--- src/rtl/bus_pkg.sv ---
// ---------------------------------------------------------------------------
// bus_pkg
//
// Purpose:
//   Shared definitions for the registered bus interconnect: the controller
//   state encoding, the default four-slave address map and a constant
//   ceiling-log2 helper used to size indices and counters.
//
// Contents:
//   STATE_IDLE / STATE_ACCESS / STATE_RESPOND  state encodings
//   bus_state_t                                controller state enum
//   DEFAULT_NUM_SLAVES, DEFAULT_ADDR_WIDTH     default map geometry
//   DEFAULT_SLAVE_BASE, DEFAULT_SLAVE_LIMIT    packed inclusive windows,
//                                              slave 0 in the LSB slice
//   clog2()                                    ceiling log2 for sizing
// ---------------------------------------------------------------------------
package bus_pkg;

  localparam logic [1:0] STATE_IDLE    = 2'd0;
  localparam logic [1:0] STATE_ACCESS  = 2'd1;
  localparam logic [1:0] STATE_RESPOND = 2'd2;

  typedef enum logic [1:0] {
    IDLE    = STATE_IDLE,
    ACCESS  = STATE_ACCESS,
    RESPOND = STATE_RESPOND
  } bus_state_t;

  localparam int DEFAULT_NUM_SLAVES = 4;
  localparam int DEFAULT_ADDR_WIDTH = 32;

  // Slave 0: 0x0000-0x0FFF, slave 1: 0x1000-0x1002,
  // slave 2: 0x1003-0x13BA, slave 3: 0x13BB-0x13BE.
  localparam logic [DEFAULT_NUM_SLAVES*DEFAULT_ADDR_WIDTH-1:0] DEFAULT_SLAVE_BASE =
    {32'h0000_13BB, 32'h0000_1003, 32'h0000_1000, 32'h0000_0000};
  localparam logic [DEFAULT_NUM_SLAVES*DEFAULT_ADDR_WIDTH-1:0] DEFAULT_SLAVE_LIMIT =
    {32'h0000_13BE, 32'h0000_13BA, 32'h0000_1002, 32'h0000_0FFF};

  // Number of bits needed to represent values 0 .. value-1.
  function automatic int clog2(input int value);
    int result;
    result = 0;
    while ((1 << result) < value) begin
      result = result + 1;
    end
    return result;
  endfunction

endpackage

--- src/rtl/bus_addr_decoder.sv ---
// ---------------------------------------------------------------------------
// bus_addr_decoder
//
// Purpose:
//   Purely combinational window decoder. Compares the request address with
//   every slave's inclusive [base, limit] window and reports whether any
//   window matched plus the index of the matching slave. When windows
//   overlap the lowest slave index takes priority.
//
// Ports:
//   address      in   ADDR_WIDTH             address to decode
//   base_table   in   NUM_SLAVES*ADDR_WIDTH  packed window starts (slave 0 LSB)
//   limit_table  in   NUM_SLAVES*ADDR_WIDTH  packed window ends   (slave 0 LSB)
//   hit          out  1                      some window contains the address
//   index        out  INDEX_WIDTH            lowest matching slave, 0 on miss
// ---------------------------------------------------------------------------
module bus_addr_decoder
  import bus_pkg::*;
#(
  parameter int NUM_SLAVES  = 4,
  parameter int ADDR_WIDTH  = 32,
  parameter int INDEX_WIDTH = 2
) (
  input  logic [ADDR_WIDTH-1:0]            address,
  input  logic [NUM_SLAVES*ADDR_WIDTH-1:0] base_table,
  input  logic [NUM_SLAVES*ADDR_WIDTH-1:0] limit_table,
  output logic                             hit,
  output logic [INDEX_WIDTH-1:0]           index
);

  // Scanning from the highest slave down lets a lower-indexed match
  // overwrite a higher one, which gives lowest-index priority.
  always_comb begin
    hit   = 1'b0;
    index = '0;
    for (int i = NUM_SLAVES - 1; i >= 0; i--) begin
      if ((address >= base_table[i*ADDR_WIDTH +: ADDR_WIDTH]) &&
          (address <= limit_table[i*ADDR_WIDTH +: ADDR_WIDTH])) begin
        hit   = 1'b1;
        index = INDEX_WIDTH'(i);
      end
    end
  end

endmodule

--- src/rtl/bus_interconnect.sv ---
// ---------------------------------------------------------------------------
// bus_interconnect
//
// Purpose:
//   Registered single-master, multi-slave interconnect between the core's
//   load/store unit and its memory/peripheral slaves. A request pulse is
//   decoded against a per-slave address window table; hits drive a held
//   strobe to the selected slave until it responds (wait states), misses and
//   illegal read+write requests complete immediately with an error and the
//   failing address is captured in error_address.
//
// Configuration:
//   BUS_TIMEOUT_EN  when defined, an access whose slave stays silent for
//                   TIMEOUT_CYCLES strobe cycles is aborted with an error.
//                   When undefined, an access waits indefinitely.
//
// Ports:
//   clk                in   1                      rising-edge clock
//   rst_n              in   1                      async active-low reset
//   master_read        in   1                      read request pulse
//   master_write       in   1                      write request pulse
//   master_address     in   ADDR_WIDTH             request address
//   master_write_data  in   DATA_WIDTH             request write data
//   master_read_data   out  DATA_WIDTH             last read result / 0 on error
//   master_response    out  1                      one-cycle completion pulse
//   master_error       out  1                      completion was a failure
//   busy               out  1                      transaction in flight
//   error_address      out  ADDR_WIDTH             address of last failed access
//   slave_read         out  NUM_SLAVES             one-hot read strobe
//   slave_write        out  NUM_SLAVES             one-hot write strobe
//   slave_address      out  ADDR_WIDTH             latched request address
//   slave_write_data   out  DATA_WIDTH             latched request write data
//   slave_read_data    in   NUM_SLAVES*DATA_WIDTH  packed per-slave read data
//   slave_response     in   NUM_SLAVES             per-slave completion
// ---------------------------------------------------------------------------
module bus_interconnect
  import bus_pkg::*;
#(
  parameter int NUM_SLAVES     = DEFAULT_NUM_SLAVES,
  parameter int ADDR_WIDTH     = DEFAULT_ADDR_WIDTH,
  parameter int DATA_WIDTH     = 32,
  parameter logic [NUM_SLAVES*ADDR_WIDTH-1:0] SLAVE_BASE  = DEFAULT_SLAVE_BASE,
  parameter logic [NUM_SLAVES*ADDR_WIDTH-1:0] SLAVE_LIMIT = DEFAULT_SLAVE_LIMIT,
  parameter int TIMEOUT_CYCLES = 255
) (
  input  logic                             clk,
  input  logic                             rst_n,
  input  logic                             master_read,
  input  logic                             master_write,
  input  logic [ADDR_WIDTH-1:0]            master_address,
  input  logic [DATA_WIDTH-1:0]            master_write_data,
  output logic [DATA_WIDTH-1:0]            master_read_data,
  output logic                             master_response,
  output logic                             master_error,
  output logic                             busy,
  output logic [ADDR_WIDTH-1:0]            error_address,
  output logic [NUM_SLAVES-1:0]            slave_read,
  output logic [NUM_SLAVES-1:0]            slave_write,
  output logic [ADDR_WIDTH-1:0]            slave_address,
  output logic [DATA_WIDTH-1:0]            slave_write_data,
  input  logic [NUM_SLAVES*DATA_WIDTH-1:0] slave_read_data,
  input  logic [NUM_SLAVES-1:0]            slave_response
);

  localparam int INDEX_WIDTH = (NUM_SLAVES > 1) ? clog2(NUM_SLAVES) : 1;
  localparam logic [NUM_SLAVES-1:0] ONE_HOT_BASE = NUM_SLAVES'(1);

  bus_state_t             state;
  logic                   op_read;
  logic [INDEX_WIDTH-1:0] sel_index;

  logic                   decode_hit;
  logic [INDEX_WIDTH-1:0] decode_index;
  logic [NUM_SLAVES-1:0]  decode_onehot;
  logic                   request;
  logic                   illegal_op;
  logic                   selected_response;
  logic [DATA_WIDTH-1:0]  selected_data;

`ifdef BUS_TIMEOUT_EN
  localparam int TIMER_WIDTH = clog2(TIMEOUT_CYCLES + 1);
  localparam logic [TIMER_WIDTH-1:0] TIMER_LAST = TIMER_WIDTH'(TIMEOUT_CYCLES - 1);

  logic [TIMER_WIDTH-1:0] timer;
  logic                   timer_expired;

  // The timer holds the number of completed ACCESS cycles, so the last
  // allowed cycle is the one where it reads TIMEOUT_CYCLES-1.
  assign timer_expired = (timer == TIMER_LAST);
`endif

  bus_addr_decoder #(
    .NUM_SLAVES (NUM_SLAVES),
    .ADDR_WIDTH (ADDR_WIDTH),
    .INDEX_WIDTH(INDEX_WIDTH)
  ) u_decoder (
    .address    (master_address),
    .base_table (SLAVE_BASE),
    .limit_table(SLAVE_LIMIT),
    .hit        (decode_hit),
    .index      (decode_index)
  );

  assign request       = master_read | master_write;
  assign illegal_op    = master_read & master_write;
  assign decode_onehot = ONE_HOT_BASE << decode_index;

  // Route the selected slave's response and read data. Only the slave
  // latched at request time is observed; all other responses are ignored.
  always_comb begin
    selected_response = 1'b0;
    selected_data     = '0;
    for (int i = 0; i < NUM_SLAVES; i++) begin
      if (sel_index == INDEX_WIDTH'(i)) begin
        selected_response = slave_response[i];
        selected_data     = slave_read_data[i*DATA_WIDTH +: DATA_WIDTH];
      end
    end
  end

  // Controller: every output is a register updated here. master_response
  // and master_error default low so they only pulse for the single cycle
  // the controller spends in RESPOND. busy covers ACCESS and RESPOND,
  // the states in which new request pulses are dropped.
  always_ff @(posedge clk or negedge rst_n) begin
    if (!rst_n) begin
      state            <= IDLE;
      op_read          <= 1'b0;
      sel_index        <= '0;
      master_read_data <= '0;
      master_response  <= 1'b0;
      master_error     <= 1'b0;
      busy             <= 1'b0;
      error_address    <= '0;
      slave_read       <= '0;
      slave_write      <= '0;
      slave_address    <= '0;
      slave_write_data <= '0;
`ifdef BUS_TIMEOUT_EN
      timer            <= '0;
`endif
    end else begin
      master_response <= 1'b0;
      master_error    <= 1'b0;

      case (state)
        IDLE: begin
          if (request) begin
            slave_address    <= master_address;
            slave_write_data <= master_write_data;
            op_read          <= master_read;
            sel_index        <= decode_index;
            busy             <= 1'b1;
            if (decode_hit && !illegal_op) begin
              state       <= ACCESS;
              slave_read  <= master_read  ? decode_onehot : '0;
              slave_write <= master_write ? decode_onehot : '0;
`ifdef BUS_TIMEOUT_EN
              timer       <= '0;
`endif
            end else begin
              // Unmapped or read+write together: fail without touching
              // any slave.
              state            <= RESPOND;
              master_response  <= 1'b1;
              master_error     <= 1'b1;
              master_read_data <= '0;
              error_address    <= master_address;
            end
          end
        end

        ACCESS: begin
          // A response in the expiry cycle still completes normally.
          if (selected_response) begin
            state           <= RESPOND;
            slave_read      <= '0;
            slave_write     <= '0;
            master_response <= 1'b1;
            if (op_read) begin
              master_read_data <= selected_data;
            end
          end
`ifdef BUS_TIMEOUT_EN
          else if (timer_expired) begin
            state            <= RESPOND;
            slave_read       <= '0;
            slave_write      <= '0;
            master_response  <= 1'b1;
            master_error     <= 1'b1;
            master_read_data <= '0;
            error_address    <= slave_address;
          end else begin
            timer <= timer + 1'b1;
          end
`endif
        end

        RESPOND: begin
          state <= IDLE;
          busy  <= 1'b0;
        end

        default: begin
          state       <= IDLE;
          busy        <= 1'b0;
          slave_read  <= '0;
          slave_write <= '0;
        end
      endcase
    end
  end

endmodule
--- config.mk ---
export PLATFORM = sky130hd
export DESIGN_NAME = bus_interconnect
export DESIGN_NICKNAME = d
export VERILOG_FILES = /design/src/rtl/bus_pkg.sv /design/src/rtl/bus_addr_decoder.sv /design/src/rtl/bus_interconnect.sv
export SDC_FILE = /design/constraint.sdc
export NUM_CORES = 1
export LEC_CHECK = 0
export CAP_MARGIN = 20
export CORE_MARGIN = 2
export CORE_UTILIZATION = 41
export CTS_BUF_LIST = sky130_fd_sc_hd__clkbuf_8
export CTS_CLUSTER_SIZE = 30
export DETAILED_ROUTE_END_ITERATION = 7
export PLACE_DENSITY = 0.91
export SYNTH_ARGS = -nofsm -noshare
export SYNTH_HDL_FRONTEND = slang
export SYNTH_SLANG_ARGS = --single-unit
--- constraint.sdc ---
create_clock -name clk -period 2.25 [get_ports clk]
set_input_delay 0.225 -clock clk [delete_from_list [all_inputs] [get_ports clk]]
set_output_delay 0.225 -clock clk [all_outputs]
set_load 0.01 [all_outputs]
==> metrics.json <==
{
  "synth.largest_area_cell": {"value": "sky130_fd_sc_hd__dfrtp_1"},
  "die-height": {"value": 131, "unit": "µm"},
  "worstPathMaxFanout": {"value": 32},
  "critPathTopFamily": {"value": "buffers and inverters"},
  "netlist_instances": {"value": 535},
  "netlist.area_leader.share": {"value": 54.4, "unit": "%"},
  "start_util": {"value": 41.9, "unit": "%"},
  "outcome": {"value": "finished, final reports clean"},
  "core_utilization_of_the_finished_layout": {"value": 69.7, "unit": "%"},
  "cts.sinks": {"value": 144},
  "slew-limit-headroom": {"value": 60.6, "unit": "%"},
  "post_synth_main_area_contributors": {"value": "sky130_fd_sc_hd__dfrtp_1 (54%), sky130_fd_sc_hd__mux4_2 (11%), sky130_fd_sc_hd__nand2_1 (8.0%)"},
  "synth_edf_count": {"value": 0},
  "yosysUniqueCellTypes": {"value": 36},
  "fin_crit_sh": {"value": 93.6, "unit": "%"},
  "hold_viol_final": {"value": 0},
  "postCtsResizedCells": {"value": 0},
  "globalplace.congestion": {"value": 0.892},
  "proportion_of_register_bits_with_asynchronous_set_or_reset_after_synthesis": {"value": 100, "unit": "%"},
  "post-route-min-period": {"value": 2.11, "unit": "ns"},
  "min-delay-start": {"value": "master_write_data[22]"},
  "floorplan.die.width": {"value": 131, "unit": "µm"},
  "leakage": {"value": 4.77, "unit": "nW"},
  "worst_r2r_path_depth": {"value": 7},
  "timing.fmax": {"value": 0.475, "unit": "GHz"},
  "netlist_top_cells_count": {"value": "sky130_fd_sc_hd__dfrtp_1 (144), sky130_fd_sc_hd__nand2_1 (141), sky130_fd_sc_hd__mux2_2 (44)"},
  "vias_in_the_first_global_route": {"value": 6311},
  "cp_data_arrival_time": {"value": 2.43, "unit": "ns"},
  "worstSetupStartpoint": {"value": "master_address[10]"},
  "detailedRoute.firstIterationViolations": {"value": 222},
  "hpwlAfterDp": {"value": 17300, "unit": "µm"},
  "nets": {"value": 1113},
  "yosysWarnings": {"value": 0},
  "grt_util_all_layers": {"value": 26.4, "unit": "%"},
  "clkTransAtPathRegs": {"value": 0.09, "unit": "ns"},
  "synthesis.area_per_instance": {"value": 12.4, "unit": "µm²"},
  "preCtsSetupSlack": {"value": -0.276, "unit": "ns"},
  "grt_first_pass_wirelength": {"value": 35200, "unit": "µm"},
  "setup.worst_path.end_class": {"value": "flip-flop"},
  "remaining_drc_errors": {"value": 0},
  "cts_buffers": {"value": 17},
  "die_area": {"value": 17200, "unit": "µm²"},
  "total_global_routing_overflow": {"value": 0},
  "synthesis.nets": {"value": 735},
  "final_layout_size_suffix_gt1_share": {"value": 18.5, "unit": "%"},
  "power.sequential.fraction": {"value": 41.8, "unit": "%"},
  "power_per_cell_area": {"value": 675, "unit": "nW/µm²"},
  "crit_end": {"value": "master_read_data[15]"},
  "firstDrtPassIters": {"value": 4},
  "worst_ir_drop_vdd": {"value": 492, "unit": "µV"},
  "regToRegEndpoint": {"value": "master_read_data[15]"},
  "top_level_ports": {"value": 339},
  "min_path_type": {"value": "primary input to flip-flop"},
  "rows": {"value": 46},
  "r2r-start": {"value": "sel_index[0]"},
  "ys_ff_latch": {"value": 144},
  "max_slew.worst_pin.slew": {"value": 0.591, "unit": "ns"},
  "vias_per_cell": {"value": 5.08},
  "cell_by_cell_listing_of_the_critical_path": {"value": "clkdlybuf4s50_1 > and4bb_2 > nand4_1 > o211ai_1 > and2_1 > buf_4 > a21oi_4 > buf_12 > mux2_2"},
  "critical-path-slowest-cell": {"value": "sky130_fd_sc_hd__clkdlybuf4s50_1"},
  "synth_seq_area_share": {"value": 54.4, "unit": "%"},
  "drv_cap": {"value": 0},
  "tritoncts": {"value": "done"},
  "synth_most_common_cell": {"value": "sky130_fd_sc_hd__dfrtp_1"},
  "dr_total_vias": {"value": 5825},
  "swShare": {"value": 28.6, "unit": "%"},
  "post-route-worst-setup-slack": {"value": 0.143, "unit": "ns"},
  "grt_max_degree": {"value": 59},
  "clk-insertion-delay-late": {"value": 0.44, "unit": "ns"},
  "power.share.combinational": {"value": 28.9, "unit": "%"},
  "synthToLayoutAreaGrowth": {"value": 66.4, "unit": "%"},
  "worst-setup-path-type": {"value": "primary input to flip-flop"},
  "netlist_area": {"value": 6630, "unit": "µm²"},
  "fin_skew": {"value": 0.0101, "unit": "ns"},
  "port_buffers": {"value": 338},
  "nFillCells": {"value": 1134},
  "ctsRootBufferMaster": {"value": "sky130_fd_sc_hd__clkbuf_8"},
  "cell_internal_pwr": {"value": 5.31, "unit": "mW"},
  "core-area": {"value": 15800, "unit": "µm²"},
  "setup.worst_path.start_class": {"value": "primary input"},
  "critPathRequiredTime": {"value": 2.57, "unit": "ns"},
  "synth_ff_type": {"value": "sky130_fd_sc_hd__dfrtp_1"},
  "setup_viol": {"value": 0},
  "max_slew_violation_count": {"value": 0},
  "cts_htree_levels": {"value": 4},
  "power.share.clock": {"value": 29.3, "unit": "%"},
  "critical_path.n_buffers_inverters": {"value": 3},
  "maximum_clock_path_buffer_count": {"value": 2},
  "drt_wl_total": {"value": 22200, "unit": "µm"},
  "drt-wirelength-per-cell": {"value": 19.4, "unit": "µm"},
  "r2r_setup_slack": {"value": 0.22, "unit": "ns"},
  "power.net_switching": {"value": 2.13, "unit": "mW"},
  "grt_antenna_before_repair": {"value": 4},
  "grt_setup_unrepaired": {"value": "false"},
  "cp_slowest_stage_delay": {"value": 0.53, "unit": "ns"},
  "path_depth": {"value": 9},
  "ant_nets": {"value": 0}
}
final cells by class:
| type | count | area (µm²) | share of cell area (%) |
|---|---|---|---|
| timing repair buffer | 391 | 3830 | 34.8 |
| sequential | 144 | 3600 | 32.7 |
| clock inverter | 15 | 185 | 1.68 |
| tap | 216 | 270 | 2.45 |
| inverter | 2 | 7.51 | 0.0681 |
| clock buffer | 17 | 234 | 2.12 |
| antenna | 4 | 10.0 | 0.0908 |
| multi-input combinational | 357 | 2880 | 26.1 |
worst reg2reg max path, cell delays in order, from the launching register on:
cell,delay [ns]
sky130_fd_sc_hd__dfrtp_2,0.43
sky130_fd_sc_hd__mux4_2,0.38
sky130_fd_sc_hd__nand2b_1,0.11
sky130_fd_sc_hd__nand2_1,0.08
sky130_fd_sc_hd__o21ai_0,0.13
sky130_fd_sc_hd__a21oi_4,0.18
sky130_fd_sc_hd__buf_12,0.23
sky130_fd_sc_hd__mux2_2,0.39
per-layer routing:
metal,global-route usage (%),vias up,wire length (µm)
li1,-,2643,-
met5,0,-,0
met2,45.4,247,11300
met4,12.1,0,847
met3,8.60,50,1760
met1,29.9,2885,8320
power by group through the flow:
stage | clock [mW] | combinational [mW] | sequential, mW
floorplan | 0 | 0.623 | 3.30
global placement | 0 | 2.11 | 3.14
detailed placement | 0 | 2.16 | 3.16
CTS | 2.23 | 2.17 | 3.12
global route | 2.34 | 2.29 | 3.15
finish | 2.18 | 2.15 | 3.11
what timing repair did:
| item | in CTS | in global routing |
|---|---|---|
| hold buffers | 1 | 0 |
| endpoints found under the setup margin | 0 | 0 |
| hold endpoints to repair | 55 | 0 |
| setup buffers | 0 | 0 |
cells by family after synthesis:
logic type             synth area share [%]
muxes                                  23.5
AOI/OAI and AO/OA                      4.89
buffers and inverters                  2.45
DFF                                    54.4
and+or+nand+nor                        14.8
state kept, by name, summed over array words and instances (netlist names):
signal            flops
busy                  1
slave_write           4
sel_index             2
state                 2
master_read_data     32
slave_write_data     32
slave_address        32
master_response       1
error_address        32
slave_read            4
op_read               1
master_error          1
how the worst min path moves through the flow:
stage | to | slack [ns] | depth (start not counted)
detailed placement | master_read_data[4] | 0.25 | 1
global route | slave_write_data[26] | 0.26 | 3
CTS | slave_write_data[22] | 0.27 | 3
global placement | master_read_data[27] | 0.23 | 1
floorplan | busy | -0.07 | 0
finish | slave_write_data[22] | 0.31 | 3
cells in the final DEF (no fill, tap or decap), drive strengths merged:
master / n
inv: 6
nor2: 9
clkdlybuf4s50: 337
buf: 53
nor4: 5
and3: 1
diode: 4
nand4: 3
nand4bb: 1
clkbuf: 17
and4bb: 1
dfrtp: 144
and2: 1
a21o: 1
o21a: 2
a22o: 20
o211ai: 2
mux2: 72
dlygate4sd3: 1
o21ai: 7
nand2b: 4
nor2b: 32
and4: 2
nand3: 4
and4b: 4
clkinvlp: 7
mux4: 33
a31oi: 2
a31o: 1
a21oi: 5
nor3: 3
bufinv: 3
nand2: 141
nor4b: 1
clkinv: 1
metrics by stage:
stage,TNS [ns],power [mW],instance area (µm²),hold slack (ns),std cells
floorplan,0,3.92,6630,-0.0706,535
global placement,-13.04,5.25,10600,0.231,1109
finish,0,7.44,11000,0.306,1146
global route,0,7.78,11000,0.265,1146
detailed placement,-15.47,5.32,10600,0.250,1109
CTS,0,7.51,11000,0.271,1142
(Power assumes the default switching activity.)
==> variant: new RTL, same settings <==
Set the package constant `DEFAULT_ADDR_WIDTH` to 64 (it was 32).
--- a/src/rtl/bus_pkg.sv
+++ b/src/rtl/bus_pkg.sv
@@ -28,5 +28,5 @@
 
   localparam int DEFAULT_NUM_SLAVES = 4;
-  localparam int DEFAULT_ADDR_WIDTH = 32;
+  localparam int DEFAULT_ADDR_WIDTH = 64;
 
   // Slave 0: 0x0000-0x0FFF, slave 1: 0x1000-0x1002,
Ports: changed (resized error_address, master_address and slave_address); port bits go from 339 to 435. The function was not compared with the original's and may differ.
==> variant against the original RTL <==
The run now ends with setup timing left; routed wire length rose by 120%; synthesized area grew 72%; design area increased by 68%; clock power is 68% higher; sequential cell count rose by 64; setup slack got worse by 210 ps; power rose by 62%; via count is 130% higher; largest power group unchanged.
==> variant: results (changes against the original RTL) <==
| Metric | Value |
|---|---|
| Routed via count | `13,200 (+130%)` |
| First-pass GRT wire length | `70,500 µm (+100%)` |
| Clock transition at path regs | `60 ps (-30 ps)` |
| FFs w/ async S/R, synth | `1.00 (unchanged)` |
| HPWL after detailed placement | `32,100 µm (+86%)` |
| Post-synthesis sequential area ratio | `0.455 (-0.0884)` |
| Final net count | `2,030 (+82%)` |
| Status | `complete, but fails checks` |
| Initial antenna violation count | `9 (+5)` |
| Adder-cell share of the synthesized area | `0 (unchanged)` |
| DR WL/cell | `21.7 µm (+12%)` |
| Post-place setup slack | `-1140 ps (-862 ps)` |
| FILL cells | `2,067 (+82%)` |
| Post-synthesis mux area share | `0.0677 (-0.167)` |
| Clock skew | `24.3 ps (+14.2 ps)` |
| LEAKAGE | `8.43 nW (+77%)` |
| IO buf count | `434 (+28%)` |
| Setup-failing EPs final | `32 (+32)` |
| Violated checks | `setup timing` |
| DR pass1 iterations | `8 (+4)` |
| Largest net degree at the start of global routing | `90 (+53%)` |
| Slew headroom | `0.580 (-0.0257)` |
| IR drop worst, VDD | `0.404 mV (-18%)` |
| Max incr delay on CP | `420 ps (-110 ps)` |
| Setup WS post-layout | `-70.7 ps (-214 ps)` |
| Switch share | `0.315 (+0.0283)` |
| Num CTS Buffers | `38 (+21)` |
| Number of library cell types mapped by synthesis | `47 (+31%)` |
| CP max-delay cell | `or4_4` |
| WP data arrival | `2790 ps (+360 ps)` |
| GP Congestion | `0.912 (+2.2%)` |
| Post-synthesis compound-gate area fraction | `0.123 (+0.0744)` |
| CP max FO | `5 (-84%)` |
| Placed instance area | `0.0170 mm² (+61%)` |
| Total track usage | `0.307 (+0.0436)` |
| Share of post-route cells with drive strength above 1 | `0.181 (-0.00320)` |
| H-tree Lvls | `2 (-2)` |
| Type of the worst min-delay path | `input port to register` |
| Top delay family on crit path | `simple AND/OR/NAND/NOR gates` |
| Starting DRT DRC Count | `1,347 (+510%)` |
| Clock buffer depth | `3 (+1)` |
| Synth top area cells | `dfrtp_1 (46%), nand2_1 (12%), nand3_1 (6.9%)` |
| Synth warnings | `0 (unchanged)` |
| Syn Nets | `1,532 (+110%)` |
| Most frequent cells after synthesis | `nand2_1 (354), dfrtp_1 (208), nand3_1 (158), clkbuf_1 (85), and3_1 (58)` |
| Worst-Skew Late Latency | `540 ps (+100 ps)` |
variant: timing repair:
item                                    4_1_cts  5_1_grt
resized for setup                           139       75
hold endpoints to repair                     63        0
endpoints found under the setup margin      109      100
setup buffers                                11        5
pin swaps                                    95       30
hold buffers                                  1        0
cloned                                        4        6
variant: worst paths after layout:
check,from,depth (start not counted),slack [ps],to
hold reg to reg,slave_write_data[19]$_DFFE_PN0P_,2,470,slave_write_data[19]$_DFFE_PN0P_
setup reg to reg,state[1]$_DFFE_PN0P_,6,220,error_address[16]$_DFFE_PN0P_
min in group asynchronous,rst_n,2,280,slave_address[18]$_DFFE_PN0P_
hold / removal,master_address[50],3,40,slave_address[50]$_DFFE_PN0P_
setup / recovery,master_address[52],13,-70,error_address[16]$_DFFE_PN0P_
max in group asynchronous,rst_n,3,1340,slave_write_data[24]$_DFFE_PN0P_
variant: layout make-up:
class	instances	area (µm²)	area share
multi-input combinational	964	6140	0.331
timing repair buffer	583	5950	0.320
sequential	208	5210	0.281
clock buffer	47	647	0.0349
tap	378	473	0.0255
clock inverter	19	113	0.00607
antenna	9	22.5	0.00121
inverter	3	11.3	0.000607
variant: logic make-up (layout without fill, tap and decap cells):
family | after synthesis | in the layout
AND/OR/NAND/NOR | 725 | 725
flip-flops | 208 | 208
AO/OA/AOI/OAI | 203 | 203
buffers and inverters | 128 | 652
multiplexers | 36 | 36
other | 0 | 9
variant: power by group through the flow:
stage	Combinational (mW)	Sequential (mW)	Clock (mW)
finish	3.59	4.77	3.67
global route	3.85	4.84	3.89
CTS	3.52	4.76	3.71
detailed placement	3.50	4.81	0
global placement	3.40	4.77	0
floorplan	1.02	4.99	0
variant: routing by layer:
metal,routed length [µm],part of all wire,global-route usage
met1,17100,0.36,0.363
met5,13,0.00027,0
met2,23800,0.50,0.518
met4,2440,0.051,0.163
met3,4630,0.097,0.0743
variant: worst reg2reg max path: stages, from the launching register on:
cell,delay [ps]
dfrtp_1,430
nor2_1,180
o21a_4,320
buf_12,250
nand2_1,140
or4_4,540
nand3_2,90
variant: through the flow:
| step | hold WS (ps) | setup TNS, ps | cells |
|---|---|---|---|
| final | 35.7 | -1520 | 2211 |
| after floorplan | -70.6 | 0 | 1300 |
| after global routing | 34.2 | -4270 | 2210 |
| after global placement | 236 | -113100 | 2116 |
| after CTS | 40.0 | 0 | 2197 |
| after detailed placement | 240 | -114330 | 2116 |
